<file path="src/rtl/btn_gen_pkg.sv">
// Shared definitions for the button press generator: FSM states, button levels, helpers.
package btn_gen_pkg;

    typedef enum logic [2:0] {
        ST_IDLE,
        ST_PB,
        ST_HOLD,
        ST_RB,
        ST_GAP
    } state_t;

    localparam logic IDLE_LEVEL  = 1'b1;
    localparam logic PRESS_LEVEL = 1'b0;

    function automatic int max_int(input int a, input int b);
        return (a > b) ? a : b;
    endfunction

endpackage

</file>
<file path="src/rtl/btn_seg_timer.sv">
// Loadable down-counter; tc is high during the last cycle of a loaded interval.
module btn_seg_timer #(
    parameter int W = 8
) (
    input  logic         clk,
    input  logic         rstn,
    input  logic         load,
    input  logic [W-1:0] load_val,
    output logic         tc
);

    logic [W-1:0] count_reg;

    always_ff @(posedge clk) begin
        if (!rstn) begin
            count_reg <= '0;
        end else if (load) begin
            count_reg <= load_val;
        end else if (count_reg != '0) begin
            count_reg <= count_reg - 1'b1;
        end
    end

    // A value V loaded on state entry yields exactly V cycles in that state.
    assign tc = (count_reg == W'(1));

endmodule

</file>
<file path="src/rtl/btn_press_gen.sv">
// Turns a press command into an active-low button waveform with optional contact bounce.
module btn_press_gen
    import btn_gen_pkg::*;
#(
    parameter int HOLD_W     = 16,
    parameter int BOUNCE_CYC = 16,
    parameter int BOUNCE_N   = 3,
    parameter int GAP_CYC    = 512
) (
    input  logic              clk,
    input  logic              rstn,
    input  logic              cmd_valid,
    output logic              cmd_ready,
    input  logic [HOLD_W-1:0] cmd_hold,
    input  logic              cmd_bounce,
    output logic              btn,
    output logic              busy,
    output logic              done,
    output logic [7:0]        press_cnt
);

    localparam int SEG_W    = $clog2(max_int(BOUNCE_CYC, GAP_CYC) + 1);
    localparam int SEG_LAST = (BOUNCE_N > 0) ? 2 * BOUNCE_N - 1 : 0;
    localparam int IDX_W    = (SEG_LAST > 0) ? $clog2(SEG_LAST + 1) : 1;

    localparam logic [SEG_W-1:0] BOUNCE_LOAD = SEG_W'(BOUNCE_CYC);
    localparam logic [SEG_W-1:0] GAP_LOAD    = SEG_W'(GAP_CYC);

    state_t             state_reg;
    logic               btn_reg;
    logic               busy_reg;
    logic               done_reg;
    logic [7:0]         press_cnt_reg;
    logic [HOLD_W-1:0]  hold_reg;
    logic               bounce_reg;
    logic [IDX_W-1:0]   idx_reg;

    logic               accept;
    logic               bounce_cmd;
    logic               idx_last;
    logic [HOLD_W-1:0]  hold_eff_cmd;
    logic [HOLD_W-1:0]  hold_eff_reg;
    logic               seg_load;
    logic [SEG_W-1:0]   seg_val;
    logic               seg_tc;
    logic               hold_load;
    logic [HOLD_W-1:0]  hold_val;
    logic               hold_tc;

    assign cmd_ready    = (state_reg == ST_IDLE);
    assign accept       = cmd_valid && cmd_ready;
    assign bounce_cmd   = cmd_bounce && (BOUNCE_N > 0);
    assign idx_last     = (idx_reg == IDX_W'(SEG_LAST));
    assign hold_eff_cmd = (cmd_hold == '0) ? HOLD_W'(1) : cmd_hold;
    assign hold_eff_reg = (hold_reg == '0) ? HOLD_W'(1) : hold_reg;

    // Timer loads mirror the FSM transitions so each count starts on state entry.
    always_comb begin
        seg_load  = 1'b0;
        seg_val   = BOUNCE_LOAD;
        hold_load = 1'b0;
        hold_val  = hold_eff_reg;
        case (state_reg)
            ST_IDLE: begin
                if (accept) begin
                    if (bounce_cmd) begin
                        seg_load = 1'b1;
                    end else begin
                        hold_load = 1'b1;
                        hold_val  = hold_eff_cmd;
                    end
                end
            end
            ST_PB: begin
                if (seg_tc) begin
                    if (idx_last) hold_load = 1'b1;
                    else          seg_load  = 1'b1;
                end
            end
            ST_HOLD: begin
                if (hold_tc) begin
                    seg_load = 1'b1;
                    seg_val  = bounce_reg ? BOUNCE_LOAD : GAP_LOAD;
                end
            end
            ST_RB: begin
                if (seg_tc) begin
                    seg_load = 1'b1;
                    seg_val  = idx_last ? GAP_LOAD : BOUNCE_LOAD;
                end
            end
            default: ;
        endcase
    end

    btn_seg_timer #(.W(SEG_W)) u_seg_timer (
        .clk      (clk),
        .rstn     (rstn),
        .load     (seg_load),
        .load_val (seg_val),
        .tc       (seg_tc)
    );

    btn_seg_timer #(.W(HOLD_W)) u_hold_timer (
        .clk      (clk),
        .rstn     (rstn),
        .load     (hold_load),
        .load_val (hold_val),
        .tc       (hold_tc)
    );

    always_ff @(posedge clk) begin
        if (!rstn) begin
            state_reg     <= ST_IDLE;
            btn_reg       <= IDLE_LEVEL;
            busy_reg      <= 1'b0;
            done_reg      <= 1'b0;
            press_cnt_reg <= 8'd0;
            hold_reg      <= '0;
            bounce_reg    <= 1'b0;
            idx_reg       <= '0;
        end else begin
            done_reg <= 1'b0;
            case (state_reg)
                ST_IDLE: begin
                    if (accept) begin
                        hold_reg   <= cmd_hold;
                        bounce_reg <= bounce_cmd;
                        busy_reg   <= 1'b1;
                        btn_reg    <= PRESS_LEVEL;
                        idx_reg    <= '0;
                        state_reg  <= bounce_cmd ? ST_PB : ST_HOLD;
                    end
                end
                ST_PB: begin
                    if (seg_tc) begin
                        if (idx_last) begin
                            btn_reg   <= PRESS_LEVEL;
                            state_reg <= ST_HOLD;
                        end else begin
                            btn_reg <= ~btn_reg;
                            idx_reg <= idx_reg + 1'b1;
                        end
                    end
                end
                ST_HOLD: begin
                    if (hold_tc) begin
                        btn_reg   <= IDLE_LEVEL;
                        idx_reg   <= '0;
                        state_reg <= bounce_reg ? ST_RB : ST_GAP;
                    end
                end
                ST_RB: begin
                    if (seg_tc) begin
                        if (idx_last) begin
                            btn_reg   <= IDLE_LEVEL;
                            state_reg <= ST_GAP;
                        end else begin
                            btn_reg <= ~btn_reg;
                            idx_reg <= idx_reg + 1'b1;
                        end
                    end
                end
                ST_GAP: begin
                    if (seg_tc) begin
                        done_reg      <= 1'b1;
                        busy_reg      <= 1'b0;
                        press_cnt_reg <= press_cnt_reg + 8'd1;
                        state_reg     <= ST_IDLE;
                    end
                end
                default: state_reg <= ST_IDLE;
            endcase
        end
    end

    assign btn       = btn_reg;
    assign busy      = busy_reg;
    assign done      = done_reg;
    assign press_cnt = press_cnt_reg;

endmodule

</file>
<file path="config.mk">
export PLATFORM = sky130hd
export DESIGN_NAME = btn_press_gen
export DESIGN_NICKNAME = d
export VERILOG_FILES = /design/src/rtl/btn_gen_pkg.sv /design/src/rtl/btn_seg_timer.sv /design/src/rtl/btn_press_gen.sv
export SDC_FILE = /design/constraint.sdc
export NUM_CORES = 1
export LEC_CHECK = 0
export ABC_CLOCK_PERIOD_IN_PS = 2700
export BUFFER_PORTS_ARGS = -buffer_cell sky130_fd_sc_hd__buf_2
export CORE_AREA = 8 8 74 124
export CTS_CLUSTER_DIAMETER = 60
export DETAILED_ROUTE_END_ITERATION = 8
export DIE_AREA = 0 0 82 132
export PLACE_DENSITY = 0.59
export SETUP_SLACK_MARGIN = 0.3
export SLEW_MARGIN = 20
export SYNTH_ARGS = -nofsm -noshare
export SYNTH_HDL_FRONTEND = slang
export SYNTH_SLANG_ARGS = --single-unit
export TNS_END_PERCENT = 30
</file>
<file path="constraint.sdc">
create_clock -name clk -period 2.7 [get_ports clk]
set_input_delay 0.54 -clock clk [delete_from_list [all_inputs] [get_ports clk]]
set_output_delay 0.54 -clock clk [all_outputs]
set_load 0.1 [all_outputs]
</file>
---- Word-level counts from Yosys, hierarchy flattened ----
Cells that the tools add are included.
storage, ports and cells
  bits in registers ....................... 60
  logic and storage cells ................. 101
operators by class
  add/subtract/negate cells ............... 4
  eq/ne operators ......................... 16
  multiplexer cells ....................... 51
  bitwise gates (word level) .............. 1
  reductions and logical operators ........ 19
operators with widths
  kind                                                                   number
  16-bit two-way mux                                                     7
  10-bit two-way mux                                                     6
  3-bit two-way mux                                                      12
  16-bit logical NOT                                                     2
  10-bit case mux with 2 select lines                                    1
  1-bit two-way mux                                                      18
  16-bit by 1-bit == test with 1-bit output (second input constant)      1
  16-bit nonzero test                                                    1
  16-bit by 1-bit subtractor with 16-bit output (second input constant)  1
  3-bit case mux with 5 select lines                                     1
  2-bit != test (second input constant)                                  7
  10-bit by 1-bit == test with 1-bit output (second input constant)      1
  5-bit AND reduction                                                    2
  10-bit nonzero test                                                    1
  10-bit by 1-bit subtractor with 10-bit output (second input constant)  1
  3-bit case mux with 3 select lines                                     1
  8-bit by 1-bit adder with 8-bit output (second input constant)         1
  1-bit case mux with 4 select lines                                     2
  7-bit AND reduction                                                    1
  3-bit by 2-bit == test with 1-bit output (second input constant)       2
  3-bit == test (second input constant)                                  2
  2-bit AND reduction                                                    3
  2-bit nonzero test                                                     3
  2-bit by 1-bit != test with 1-bit output (second input constant)       2
  11 further kinds                                                       12

---- Depth between registers and ports, before layout ----
  depth after elaboration ................. 6
  gate-level depth with buffers ........... 9
  gate-level depth less buffers ........... 7

---- Modules after synthesis ----
Synthesis repeated with hierarchy kept, for this count alone.
second synthesis, totals
  cell total of the unflattened synthesis .. 398
  area, all modules ....................... 3258.1 µm²
by module, submodules not included
  module                        times used  cells an instance  area an instance (µm²)  seq. area each (µm²)
  btn_press_gen                 1           211                1732.9                  680.7
  btn_seg_timer (u_hold_timer)  1           115                918.4                   320.3
  btn_seg_timer (u_seg_timer)   1           72                 606.8                   200.2

---- Worst setup path after synthesis ----
No wires, ideal clock.
  kind .................................... flip-flop to flip-flop
  start ................................... register state_reg[1]
  end ..................................... register state_reg[0]
  arrival ................................. 3.284 ns
  data required time ...................... 2.606 ns
  setup slack ............................. -0.678 ns
  cell stages (with the launch flop) ...... 5
  cells stage by stage .................... dfxtp_1 -> clkbuf_1 -> nor3_1 -> a22oi_1 -> o32ai_1
on the way
  cells in the longest elaborated chain, start to end .. 4
  elaborated cells on any way between the ends .. 15
RTL lines
  item                                                RTL line              source
  start, declared                                     btn_press_gen.sv:29   state_t state_reg;
  start signal, assigned                              btn_press_gen.sv:132  state_reg <= bounce_cmd ? ST_PB : ST_HOLD;
  start signal, assigned                              btn_press_gen.sv:150  state_reg <= bounce_reg ? ST_RB : ST_GAP;
  3-bit logical NOT *                                 btn_press_gen.sv:50   assign cmd_ready = (state_reg == ST_IDLE);
  named net cmd_ready                                 btn_press_gen.sv:13   output logic cmd_ready,
  1-bit logical AND                                   btn_press_gen.sv:51   assign accept = cmd_valid && cmd_ready;
  2-bit by 1-bit != test with 1-bit output (no line)  -
  7-bit AND reduction (no line)                       -
Mark *: on every way through the listed nets, which the timed path passes. The rest lies on a longest branch.
A chain may end at the register's enable or synchronous reset.

---- Worst setup path in the final report ----
  start ................................... register state_reg[2]
  end ..................................... register u_hold_timer.count_reg[8]
on the way
  cells in the longest elaborated chain, start to end .. 5
  elaborated cells on any way between the ends .. 9
RTL lines
  item                                                                             RTL line                                  source
  3-bit logical NOT                                                                btn_press_gen.sv:50, btn_press_gen.sv:63
  1-bit logical AND                                                                btn_press_gen.sv:51
  1-bit two-way mux / 16-bit two-way mux (equally long branches)                   btn_press_gen.sv:65                       if (accept) begin
  1-bit case mux with 2 select lines / 16-bit two-way mux (equally long branches)  btn_press_gen.sv:63                       case (state_reg)
  16-bit two-way mux / 2-bit nonzero test (equally long branches)                  -
  end signal, assigned                                                             btn_seg_timer.sv:18                       count_reg <= load_val;
  end signal, assigned                                                             btn_seg_timer.sv:20                       count_reg <= count_reg - 1'b1;
  end, declared                                                                    btn_seg_timer.sv:12                       logic [W-1:0] count_reg;
Several ways; a longest one is shown, not always the timed one.

==> run summary <==
Reg2reg path depth: 6
Mapped Area: 0.003269 mm2
Die H: 132 um
Total negative slack: 0 ns
Post-CTS setup buffers: 0
Slew @ Worst Pin: 0.6832 ns
Worst Setup EP: u_hold_timer.count_reg[8]
CTS tree: yes
Worst slew margin: 54.28%
Port Buffers: 31
Final hold vios: 0
Netlist cell types: 59
Lkg Pwr: 1.461 nW
Max Cap Violations: 0
Worst Hold Depth: 2
Critical path's slowest cell: or4b_1
Num ports: 32
Crit path depth: 6
Critical-path maximum fanout: 12
Fin util: 50.92%
Starting Density: 43.81%
Ys async rst share: 0%
CTS Buf Count: 9
ANT nets after route: 0
Post-Route WL: 8958 um
Worst EP arrival: 2.47 ns
Gp weighted congestion: 0.8649
Placeable Area: 0.007462 mm2
Placed cells: 492
H-Tree Depth: 3
Skew final: 0.007192 ns
Register area share after synthesis: 36.74%
Nets: 444
Root Buffer: clkbuf_16
# diodes: 0
Critical Path Start: state_reg[2]
Max frequency: 436.9 MHz
Multi-input logic area: 0.001958 mm2
Vias/cell: 5.935
Met3 global-route usage: 3.757%
Cell Chain, Critical Path: or4b_1 -> nor2_1 -> buf_4 -> nor2_1 -> a221oi_1 -> nor3_1
Initial DRC Count: 168
RSZ-0062 raised after global routing: no
Gr busiest metal: met2
Vias in the first global route: 2,991
Setup CP Type: reg2reg
R2r setup slk: 0.41 ns
Fill cells: 744
FF-to-FF End: u_hold_timer.count_reg[8]
CTS Buffer Depth: 2
CTS clk-pin slew, worst paths: 0.05 ns
Max-slew violations: 0
Grt total ovfl: 0
First-pass GRT wire length: 14,480 um
Worst hold margin: 0.4783 ns
CP endpoint kind: register
Die Wd: 82 um
Syn_nets: 414
Share of layout cells above drive strength 1: 20.05%
#FFs+latches synth: 60
Post-route worst setup slack: 0.4114 ns
TritonCTS sink count: 60
DRC errors left: 0
Status: finished, final reports clean
Reg2reg start: state_reg[2]
GRT met2 Usage: 30.04%
Crit-path leading delay family: simple AND/OR/NAND/NOR gates
Largest net degree at the start of global routing: 27
Max stage delay on crit path: 0.62 ns
First-pass DRT Iterations: 4
Seq. cell area: 0.001201 mm2
Final setup fails: 0
Pwr per Cell Area: 1206 mW/mm2
Via count: 3,009
Worst Hold Class: reg2reg
Most used cell, CP: nor2_1
Post-Syn Instances: 385
Non-filler cells, final: 507
Syn. warnings: 0
Die ar.: 0.01082 mm2
Place WS: 0.1506 ns
# rows: 42
Max VDD drop: 0.6698 mV
Crit path buffers/inverters: 1
Dpl hpwl: 6743 um
Ys flop type: dfxtp_1
Clock Latency Late Sink: 0.32 ns
Period utilization: 84.76%
Tmin final: 2.289 ns
GRT Total Usage: 16.98%
Critical Path RT: 2.88 ns
Avg Inst Size Synth: 8.492 um2
Post-DR wirelength/cell: 17.67 um
Antenna violations before repair: 0
EDFF count, synth: 0
CP Launch Type: register
Met1 GRT Util: 17.20%
Area grow syn2layout: 16.23%
how the worst min path moves through the flow:
stage                  from      endpoint
2_1_floorplan   hold_reg[1]   hold_reg[1]
3_3_place_gp    hold_reg[8]   hold_reg[8]
3_5_place_dp    hold_reg[8]   hold_reg[8]
4_1_cts         hold_reg[8]   hold_reg[8]
5_1_grt        cmd_hold[14]  hold_reg[14]
6_report        hold_reg[8]   hold_reg[8]
Yosys cell counts, types with 3 or more instances:
cell type,n,area [um2]
nand3_1,4,20.02
clkbuf_1,13,48.80
nor4_4,3,63.81
or3_1,4,25.02
o31ai_1,4,30.03
inv_1,9,33.78
nor2b_1,3,18.77
o21ai_0,9,45.04
a21oi_1,30,150.1
buf_2,7,35.03
nor2_2,6,37.54
xnor2_1,11,96.34
a221oi_1,6,52.55
a211oi_1,9,67.56
a221o_1,5,50.05
a22oi_1,5,37.54
xor2_1,13,113.9
and3_1,7,43.79
nor2_1,23,86.33
or4_1,4,30.03
ha_1,9,112.6
nand4_1,10,62.56
nor4_1,11,68.82
dfxtp_1,60,1201
nor3_1,11,55.05
o22ai_1,6,37.54
nand2_1,56,210.2
mux2i_1,4,40.04
cell usage in the layout, fill, tap and decap left out, drive strengths merged, types with 11 or more instances in the layout:
| cell | synthesis | routed |
|---|---|---|
| nor2 | 29 | 29 |
| xor2 | 13 | 13 |
| dfxtp | 60 | 60 |
| xnor2 | 11 | 11 |
| nand2 | 56 | 56 |
| a21oi | 30 | 30 |
| nor4 | 16 | 16 |
| buf | 10 | 42 |
| nor3 | 12 | 12 |
cells by family after synthesis:
group | synth area share, %
DFF | 36.74
AOI/OAI and AO/OA | 19.33
muxes | 1.569
adders and majority gates | 3.444
buffers and inverters | 4.516
xor gates and xnor gates | 6.429
and+or+nand+nor | 27.98
worst register-to-register path: stages, from the launching register on:
cell and delay (ns):
dfxtp_1 0.40, or4b_1 0.62, nor2_1 0.19, buf_4 0.20, nor2_1 0.17, a221oi_1 0.47
nor3_1 0.09
cell type report:
cell class / count / share of cell area [%]
flip-flops and latches: 60 / 31.61
multi-input cells: 293 / 51.53
inverters: 9 / 0.8890
clock inverters: 5 / 0.7903
repair buffers: 42 / 6.256
clock buffers: 10 / 6.026
well taps: 88 / 2.898
per-stage QoR:
step | total power (W) | area, um2
CTS | 0.004571 | 3772
finish | 0.004582 | 3800
detailed placement | 0.003553 | 3508
global route | 0.004894 | 3800
global placement | 0.003542 | 3508
floorplan | 0.003077 | 3274
report_power, final:
group | internal (W) | switching [W] | leakage (nW) | total (W)
registers | 0.00112 | 0.000275 | 0.492 | 0.00140
logic | 0.000872 | 0.00132 | 0.845 | 0.00219
clock network | 0.000609 | 0.000383 | 0.124 | 0.000991
what timing repair did:
| item | CTS | global route |
|---|---|---|
| resized for setup | 1 | 6 |
| endpoints found under the setup margin | 20 | 31 |
| hold buffers | 0 | 0 |
| pin swaps | 0 | 0 |
metal layers:
layer	wire length, um	share of wire (%)
met1	3429	38
met2	4904	55
met4	329	3.7
met3	295	3.3
met5	0	0
No activity file was read; power rests on OpenSTA's default activity.
